## src/rtl/change_dispenser.sv

```systemverilog
// Vend sequencer: pays out the latched change one coin at a time over a req/ack
// hopper handshake, then runs the brew valve, reporting completion and hopper faults.
module change_dispenser #(
    parameter int GAP_CYCLES  = 4,
    parameter int ACK_TIMEOUT = 255,
    parameter int BREW_CYCLES = 16
) (
    input  logic       clk,
    input  logic       rst,
    input  logic       cmd_valid,
    output logic       cmd_ready,
    input  logic       cmd_t,
    input  logic       cmd_w,
    input  logic       cmd_f,
    input  logic       cmd_m,
    input  logic       cmd_o,
    output logic [2:0] coin_sel,
    input  logic       coin_ack,
    output logic       brew,
    output logic       busy,
    output logic       done,
    output logic [7:0] paid_out,
    output logic       fault
);

    localparam int CNT_MAX =
        (ACK_TIMEOUT > GAP_CYCLES)
            ? ((ACK_TIMEOUT > BREW_CYCLES) ? ACK_TIMEOUT : BREW_CYCLES)
            : ((GAP_CYCLES > BREW_CYCLES) ? GAP_CYCLES : BREW_CYCLES);
    localparam int CNT_W = $clog2(CNT_MAX + 1);

    typedef enum logic [2:0] {
        IDLE, NEXT, COIN_REQ, COIN_GAP, BREW, DONE, FAULT
    } state_t;

    state_t           state_reg;
    logic [CNT_W-1:0] cnt_reg;
    logic             n50_reg;
    logic [1:0]       n20_reg;
    logic             n10_reg;
    logic             coffee_reg;
    logic             cmd_ready_reg;
    logic [2:0]       coin_sel_reg;
    logic             brew_reg;
    logic             busy_reg;
    logic             done_reg;
    logic [7:0]       paid_out_reg;
    logic             fault_reg;
    logic [7:0]       coin_value;

    // Value of the coin currently being requested; coin_sel_reg is one-hot.
    always_comb begin
        coin_value = 8'd0;
        if (coin_sel_reg[2])
            coin_value = 8'd50;
        else if (coin_sel_reg[1])
            coin_value = 8'd20;
        else if (coin_sel_reg[0])
            coin_value = 8'd10;
    end

    always_ff @(posedge clk) begin
        if (rst) begin
            state_reg     <= IDLE;
            cnt_reg       <= '0;
            n50_reg       <= 1'b0;
            n20_reg       <= 2'd0;
            n10_reg       <= 1'b0;
            coffee_reg    <= 1'b0;
            cmd_ready_reg <= 1'b1;
            coin_sel_reg  <= 3'b000;
            brew_reg      <= 1'b0;
            busy_reg      <= 1'b0;
            done_reg      <= 1'b0;
            paid_out_reg  <= 8'd0;
            fault_reg     <= 1'b0;
        end else begin
            done_reg <= 1'b0;
            case (state_reg)
                IDLE: begin
                    if (cmd_valid) begin
                        n50_reg       <= cmd_f;
                        n20_reg       <= cmd_w ? (cmd_m ? 2'd2 : 2'd1) : 2'd0;
                        n10_reg       <= cmd_t;
                        coffee_reg    <= cmd_o;
                        paid_out_reg  <= 8'd0;
                        cmd_ready_reg <= 1'b0;
                        busy_reg      <= 1'b1;
                        state_reg     <= NEXT;
                    end
                end
                NEXT: begin
                    cnt_reg <= '0;
                    if (n50_reg) begin
                        coin_sel_reg <= 3'b100;
                        state_reg    <= COIN_REQ;
                    end else if (n20_reg != 2'd0) begin
                        coin_sel_reg <= 3'b010;
                        state_reg    <= COIN_REQ;
                    end else if (n10_reg) begin
                        coin_sel_reg <= 3'b001;
                        state_reg    <= COIN_REQ;
                    end else if (coffee_reg) begin
                        brew_reg  <= 1'b1;
                        state_reg <= BREW;
                    end else begin
                        done_reg  <= 1'b1;
                        state_reg <= DONE;
                    end
                end
                COIN_REQ: begin
                    // An ack in the final waiting cycle still wins over the timeout.
                    if (coin_ack) begin
                        if (coin_sel_reg[2])
                            n50_reg <= 1'b0;
                        if (coin_sel_reg[1])
                            n20_reg <= n20_reg - 2'd1;
                        if (coin_sel_reg[0])
                            n10_reg <= 1'b0;
                        paid_out_reg <= paid_out_reg + coin_value;
                        coin_sel_reg <= 3'b000;
                        cnt_reg      <= '0;
                        state_reg    <= COIN_GAP;
                    end else if (cnt_reg == CNT_W'(ACK_TIMEOUT - 1)) begin
                        coin_sel_reg <= 3'b000;
                        busy_reg     <= 1'b0;
                        fault_reg    <= 1'b1;
                        state_reg    <= FAULT;
                    end else begin
                        cnt_reg <= cnt_reg + CNT_W'(1);
                    end
                end
                COIN_GAP: begin
                    if (cnt_reg == CNT_W'(GAP_CYCLES - 1))
                        state_reg <= NEXT;
                    else
                        cnt_reg <= cnt_reg + CNT_W'(1);
                end
                BREW: begin
                    if (cnt_reg == CNT_W'(BREW_CYCLES - 1)) begin
                        brew_reg  <= 1'b0;
                        done_reg  <= 1'b1;
                        state_reg <= DONE;
                    end else begin
                        cnt_reg <= cnt_reg + CNT_W'(1);
                    end
                end
                DONE: begin
                    cmd_ready_reg <= 1'b1;
                    busy_reg      <= 1'b0;
                    state_reg     <= IDLE;
                end
                FAULT: begin
                    state_reg <= FAULT;
                end
                default: begin
                    state_reg <= IDLE;
                end
            endcase
        end
    end

    assign cmd_ready = cmd_ready_reg;
    assign coin_sel  = coin_sel_reg;
    assign brew      = brew_reg;
    assign busy      = busy_reg;
    assign done      = done_reg;
    assign paid_out  = paid_out_reg;
    assign fault     = fault_reg;

endmodule

```

## config.mk

```make
export PLATFORM = sky130hd
export DESIGN_NAME = change_dispenser
export DESIGN_NICKNAME = d
export VERILOG_FILES = /design/src/rtl/change_dispenser.sv
export SDC_FILE = /design/constraint.sdc
export NUM_CORES = 1
export LEC_CHECK = 0
export ABC_AREA = 1
export CAP_MARGIN = 20
export CORE_MARGIN = 5
export CORE_UTILIZATION = 55
export CTS_BUF_LIST = sky130_fd_sc_hd__clkbuf_2
export DETAILED_ROUTE_END_ITERATION = 12
export PLACE_DENSITY_LB_ADDON = 0.08
export SLEW_MARGIN = 20
export SYNTH_ARGS = -nofsm -noshare
export SYNTH_HDL_FRONTEND = slang
export SYNTH_SLANG_ARGS = --single-unit
```

## constraint.sdc

```tcl
create_clock -name clk -period 4.9 [get_ports clk]
set_input_delay 0.98 -clock clk [delete_from_list [all_inputs] [get_ports clk]]
set_output_delay 0.98 -clock clk [all_outputs]
set_load 0.1 [all_outputs]
```

==> run metrics, run 1 <==
synth top area cells dfxtp_1 (32%), nand2_1 (16%), inv_1 (8.6%), nand3_1 (8.2%), a21oi_1 (6.9%); WHS ~0.45 ns; first-pass GRT wire length around 7.7 mm; dpl hpwl about 3.4 mm; Post-Place Setup Slack roughly 2.1 ns; #FFs+latches synth 31; I/O Pins 25; main flop type after synthesis dfxtp_1; Total Routing Usage GR 0.195; die area about 4900 µm²; setup slack after layout 1.88 ns; Post-Syn Nets approximately 330; via/cell ratio approximately 5.1; Reg2Reg Depth 13; Post-synth EDFFs 0; number of diodes 0; Core ar. 3390 µm²; yosys warns 0; initial antenna violation count 0; vias in the first global route between 1500 and 2000; Final Critical Period 3.02 ns; Skew-Pair Late Insertion Delay between 0.3 and 0.4 ns; per-cell routed wire length 11.5 µm; RSZ-0062 raised after global routing no; sequential fraction of the synthesis area 0.317; post-cts hold buffer count 0; CTS tree built; port bufs 23; Routed Antenna Nets 0; setup bufs post-CTS 0; crit start category register; clock sink total 31; Worst VDD drop between 0.4 and 0.5 mV; most frequent cell after synthesis nand2_1; slowest CP cell clkdlybuf4s50_1; Worst-path clk slew between 0.15 and 0.2 ns; synth cell count leaders nand2_1 (82), inv_1 (45), nor2_1 (34); CTS H-tree depth 2; total of max-cap violations 0; post-synth top area share 0.317; fin. max-slew vios 0; Area growth syn-to-layout 15.3%; num rows 21; Initial Util 0.577; Largest register FFs 8; count of cell types in the netlist 26; final worst-path cycle share 0.616; crit-path leading delay family buffers and inverters; post-cts resize count 0; Post-synth ARST share 0; Worst Path Buf+Inv 1; crit-path cells clkdlybuf4s50_1; share of post-route cells with drive strength above 1 0.0682; CTS root buffer clkbuf_2; die height approximately 70 µm; crit path max fanout 6; 1st-iter DRT viols approximately 130; Pwr Density 527 nW/µm²; final net count around 350; Final TNS setup 0 ns; crit end category output pin; Pwr Total 1.19 mW; largest net degree at the start of global routing 19; kind of critical path register to output pin; placed insts 375; Max-slew headroom 0.333; Syn Inst Count around 310; vias 1947; critical path depth 1; CTS max path bufs 2; final setup fails 0; critical path data arrival time approximately 2.0 ns; Least-Margin Pin Slew around 1.0 ns; max frequency ~0.33 GHz; CP max stage delay 1.18 ns; TritonCTS Buffers 5; Final Non-Filler Cells about 380; Required @ worst endpoint roughly 4 ns; status finished clean; WL final about 4.4 mm; hold depth 2; Syn Area/Cell approximately 6.3 µm²; Synth area leader dfxtp_1; Final Hold Violating Endpoints 0; leak pwr 1.05 nW; RePlAce Congestion ~0.89; DR DRC count 0; first-pass iteration count of the detailed router 4; hold crit path type register to register; setup slack, reg-to-reg approximately 3.0 ns; skew final 0.0105 ns; Post-Syn Area a little under 2000 µm²; Die X approximately 70 µm; residual overflow from global routing 0
-- logic make-up after synthesis --
kind of cell	after synthesis	share of synthesized area
DFF	31	0.317
and+or+nand+nor	172	0.394
buffers and inverters	50	0.0991
AOI/OAI and AO/OA	47	0.122
xor gates and xnor gates	1	0.00448
adders and majority gates	9	0.0614
other	1	0.00192
-- worst register-to-register path: cells and delay by family (launching register included) --
family          cells  cell delay [ns]
compound gates      1             0.18
fa+ha+maj           2             0.56
buf+inv             3             0.23
flops               1             0.39
simple gates        7             0.49
-- path summary, 6_finish.rpt --
| kind | startpoint | endpoint |
|---|---|---|
| worst max register to register | coin_sel[0] | paid_out[7] |
| worst max-delay path | coin_sel[2] | coin_sel[2] |
| worst min-delay path | brew | brew |
| worst min register to register | brew | brew |
-- per-layer routing --
layer	up-vias	global-route usage	part of all wire
li1	1041	-	-
met1	854	0.236	0.47
met2	45	0.323	0.46
met3	7	0.0464	0.047
met4	0	0.0936	0.019
met5	-	0	0
-- layout by cell type (no fill, tap or decap) --
cell,synthesis,final
nor2_4,2,2
nor2_1,34,34
nand3b_1,1,1
nand3_4,1,1
fa_1,1,1
nand2_1,82,82
nand3_1,32,32
or2_2,4,4
ha_1,8,8
clkdlybuf4s50_1,0,23
nand2_2,5,5
clkbuf_2,0,6
clkinv_1,0,2
inv_1,45,45
o21ai_0,17,17
xor2_1,1,1
nor3_1,2,2
a21oi_1,27,27
a31oi_1,1,1
o21ai_1,1,1
nand4_1,4,4
o211ai_1,1,1
conb_1,1,1
nand2_4,1,1
dfxtp_1,31,31
nor2_2,4,4
-- metrics by stage --
step	cell area, µm²	utilization
2_1_floorplan	1960	-
3_3_place_gp	2220	0.655
3_5_place_dp	2220	0.655
4_1_cts	2260	0.666
5_1_grt	2260	0.666
6_report	2260	0.666
-- layout make-up --
class | count | area [µm²]
multi-input cells | 230 | 1140
fillers | 318 | 1130
flip-flops and latches | 31 | 621
repair buffers | 23 | 230
inverters | 45 | 169
well taps | 46 | 57.6
clock buffers | 6 | 30.0
clock inverters | 2 | 7.51
-- power by group --
group	internal [mW]	leakage (nW)	total [mW]	switching, mW
clock network	0.0342	0.0281	0.126	0.0914
logic	0.209	0.773	0.721	0.512
registers	0.301	0.253	0.342	0.0407
Power figures use the tool's default switching activity.
==> run 2, diff against run 1 <==
Settings changed: CORE_UTILIZATION 55 to 52.
Clock period 4.9 ns to 2.65 ns, I/O delays scaled along.
==> run metrics, run 2 (same netlist as run 1, synthesis figures left out) <==
status finished clean; via/cell ratio 5.10 (+0.34%); fin. max-slew vios 0 (unchanged); Final Critical Period about 2 ns; Pint 0.991 mW (+82%); vias 1969 (+1.1%); Area growth syn-to-layout 14.1%; Worst VDD drop 0.559 mV (+35%); TritonCTS Buffers 5 (unchanged); Largest register FFs 8 (unchanged); Core ar. 3660 µm² (+8.0%); hold crit path type register to register; crit path from coin_sel[2]; Die X 71.3 µm (+2.4%); die height 71.3 µm (+2.4%); I/O Pins 25 (unchanged); Pwr Density 976 nW/µm² (+85%); Skew-Pair Late Insertion Delay 0.38 ns (about the same); most frequent cells in the layout nand2_1 (82), inv_1 (45), nor2_1 (34); crit start category register; Sw Share 0.545 (+0.00315); Final Hold Violating Endpoints 0 (unchanged); top layer in use met4; Least-Margin Pin Slew 0.544 ns (-0.454 ns); initial antenna violation count 0 (unchanged); max frequency around 0.50 GHz; DP Area 2190 µm² (-1.2%); worst reg2reg path endpoint paid_out[7]; Initial Util 0.535 (-0.0428); kind of critical path register to register; leak pwr 1.09 nW (+3.4%); CTS root buffer clkbuf_2; crit path max fanout 6 (unchanged); total of max-cap violations 0 (unchanged); Pwr Total 2.18 mW (+83%); CTS max path bufs 2 (unchanged); share of post-route cells with drive strength above 1 0.121 (+0.0531); number of diodes 0 (unchanged); CTS tree built; worst r2r src coin_sel[2]; Logic pwr share 0.605 (-0.002); Reg2Reg Depth 13 (unchanged); RePlAce Congestion 0.887 (-0.26%); setup slack, reg-to-reg 0.66 ns (-2.31 ns); final setup fails 0 (unchanged); per-cell routed wire length 11.4 µm (-0.62%); Total Routing Usage GR 0.186 (-0.00888); CTS H-tree depth 2 (unchanged); num rows 22 (+4.8%); sequential power share 0.290 (+0.002); post-cts hold buffer count 0 (unchanged); post-cts resize count 0 (unchanged); WL met3 196 µm (-6.2%); Max-slew headroom 0.636 (+0.303); port bufs 23 (unchanged); most common cell after layout, fill and taps aside nand2_1; skew final 0.0204 ns (+0.00995 ns); Worst Setup EP paid_out[7]; vias in the first global route 1801 (+1.6%); Required @ worst endpoint 2.93 ns (-0.99 ns); Worst-path clk slew 0.18 ns (+0.02 ns); residual overflow from global routing 0 (unchanged); DR DRC count 0 (unchanged); critical path data arrival time 2.27 ns (+0.23 ns); first-pass iteration count of the detailed router 7 (+3); WL final 4.41 mm (+0.16%); RSZ-0062 raised after global routing no; largest net degree at the start of global routing 18 (-1); DR WL met2 2.05 mm (+1.3%); Final Cell Area 2230 µm² (-1.1%); Clk network pwr share 0.104 (-0.002); first-pass GRT wire length 7.58 mm (-1.3%); clock sink total 31 (unchanged); final net count 355 (+0.28%); WL met1 2.09 mm (+0.24%); final worst-path cycle share 0.750; NetSw 1.19 mW (+84%); crit end category register; Final TNS setup 0 ns (unchanged); die area 5090 µm² (+4.9%); 1st-iter DRT viols 123 (-1.6%); Routed Antenna Nets 0 (unchanged); hold depth 2 (unchanged); dpl hpwl 3.43 mm (+1.9%); setup bufs post-CTS 0 (unchanged)
run 2: cell types whose count changed in the layout (fill, tap and decap cells not counted):
cell,previous run,this run
buf_4,0,16
clkdlybuf4s50_1,23,8
clkinv_2,0,3
clkinv_1,2,0
clkbuf_2,6,5
run 2: power groups by stage:
stage	clock network (mW)	logic, mW	registers (mW)
3_3_place_gp	0	1.30	0.641
6_report	0.228	1.32	0.633
4_1_cts	0.239	1.32	0.633
3_5_place_dp	0	1.32	0.643
2_1_floorplan	0	0.802	0.898
5_1_grt	0.256	1.47	0.648
run 2: critical path, stage by stage (launching register included):
cell and delay, ns:
dfxtp_1 0.50, inv_1 0.08, o21ai_0 0.09, ha_1 0.20, inv_1 0.06, fa_1 0.36
inv_1 0.10, nand3_1 0.07, nand2_1 0.09, nand2_1 0.06, nand2_1 0.09, nand4_1 0.09
nand2_1 0.07, nor2_1 0.04
run 2: worst min path at each step:
| stage | start | end | slack (ns) |
|---|---|---|---|
| floorplan | n10_reg | n10_reg | 0.44 |
| global placement | brew | brew | 0.44 |
| detailed placement | brew | brew | 0.44 |
| CTS | brew | brew | 0.46 |
| global route | brew | brew | 0.50 |
| finish | brew | brew | 0.46 |
run 2: area by class of cell:
| type | instances | area [µm²] |
|---|---|---|
| Inverter | 45 | 169 |
| Sequential cell | 31 | 621 |
| Clock buffer | 5 | 25.0 |
| Multi-Input combinational cell | 230 | 1140 |
| Timing Repair Buffer | 24 | 200 |
| Fill cell | 362 | 1430 |
| Tap cell | 48 | 60.1 |
| Clock inverter | 3 | 15.0 |
run 2: through the flow:
step / worst slack [ns] / utilization / cells / hold WS [ns]
2_1_floorplan: 0.133 / - / 311 / 0.444
3_3_place_gp: 0.662 / 0.599 / 378 / 0.435
3_5_place_dp: 0.609 / 0.599 / 378 / 0.437
4_1_cts: 0.684 / 0.610 / 386 / 0.459
5_1_grt: 0.491 / 0.610 / 386 / 0.497
6_report: 0.662 / 0.610 / 386 / 0.457
run 2: metal layers:
layer  GRT usage  up-vias
li1            -     1044
met1       0.235      881
met2       0.311       37
met3      0.0379        7
met4      0.0710        0
met5           0        -
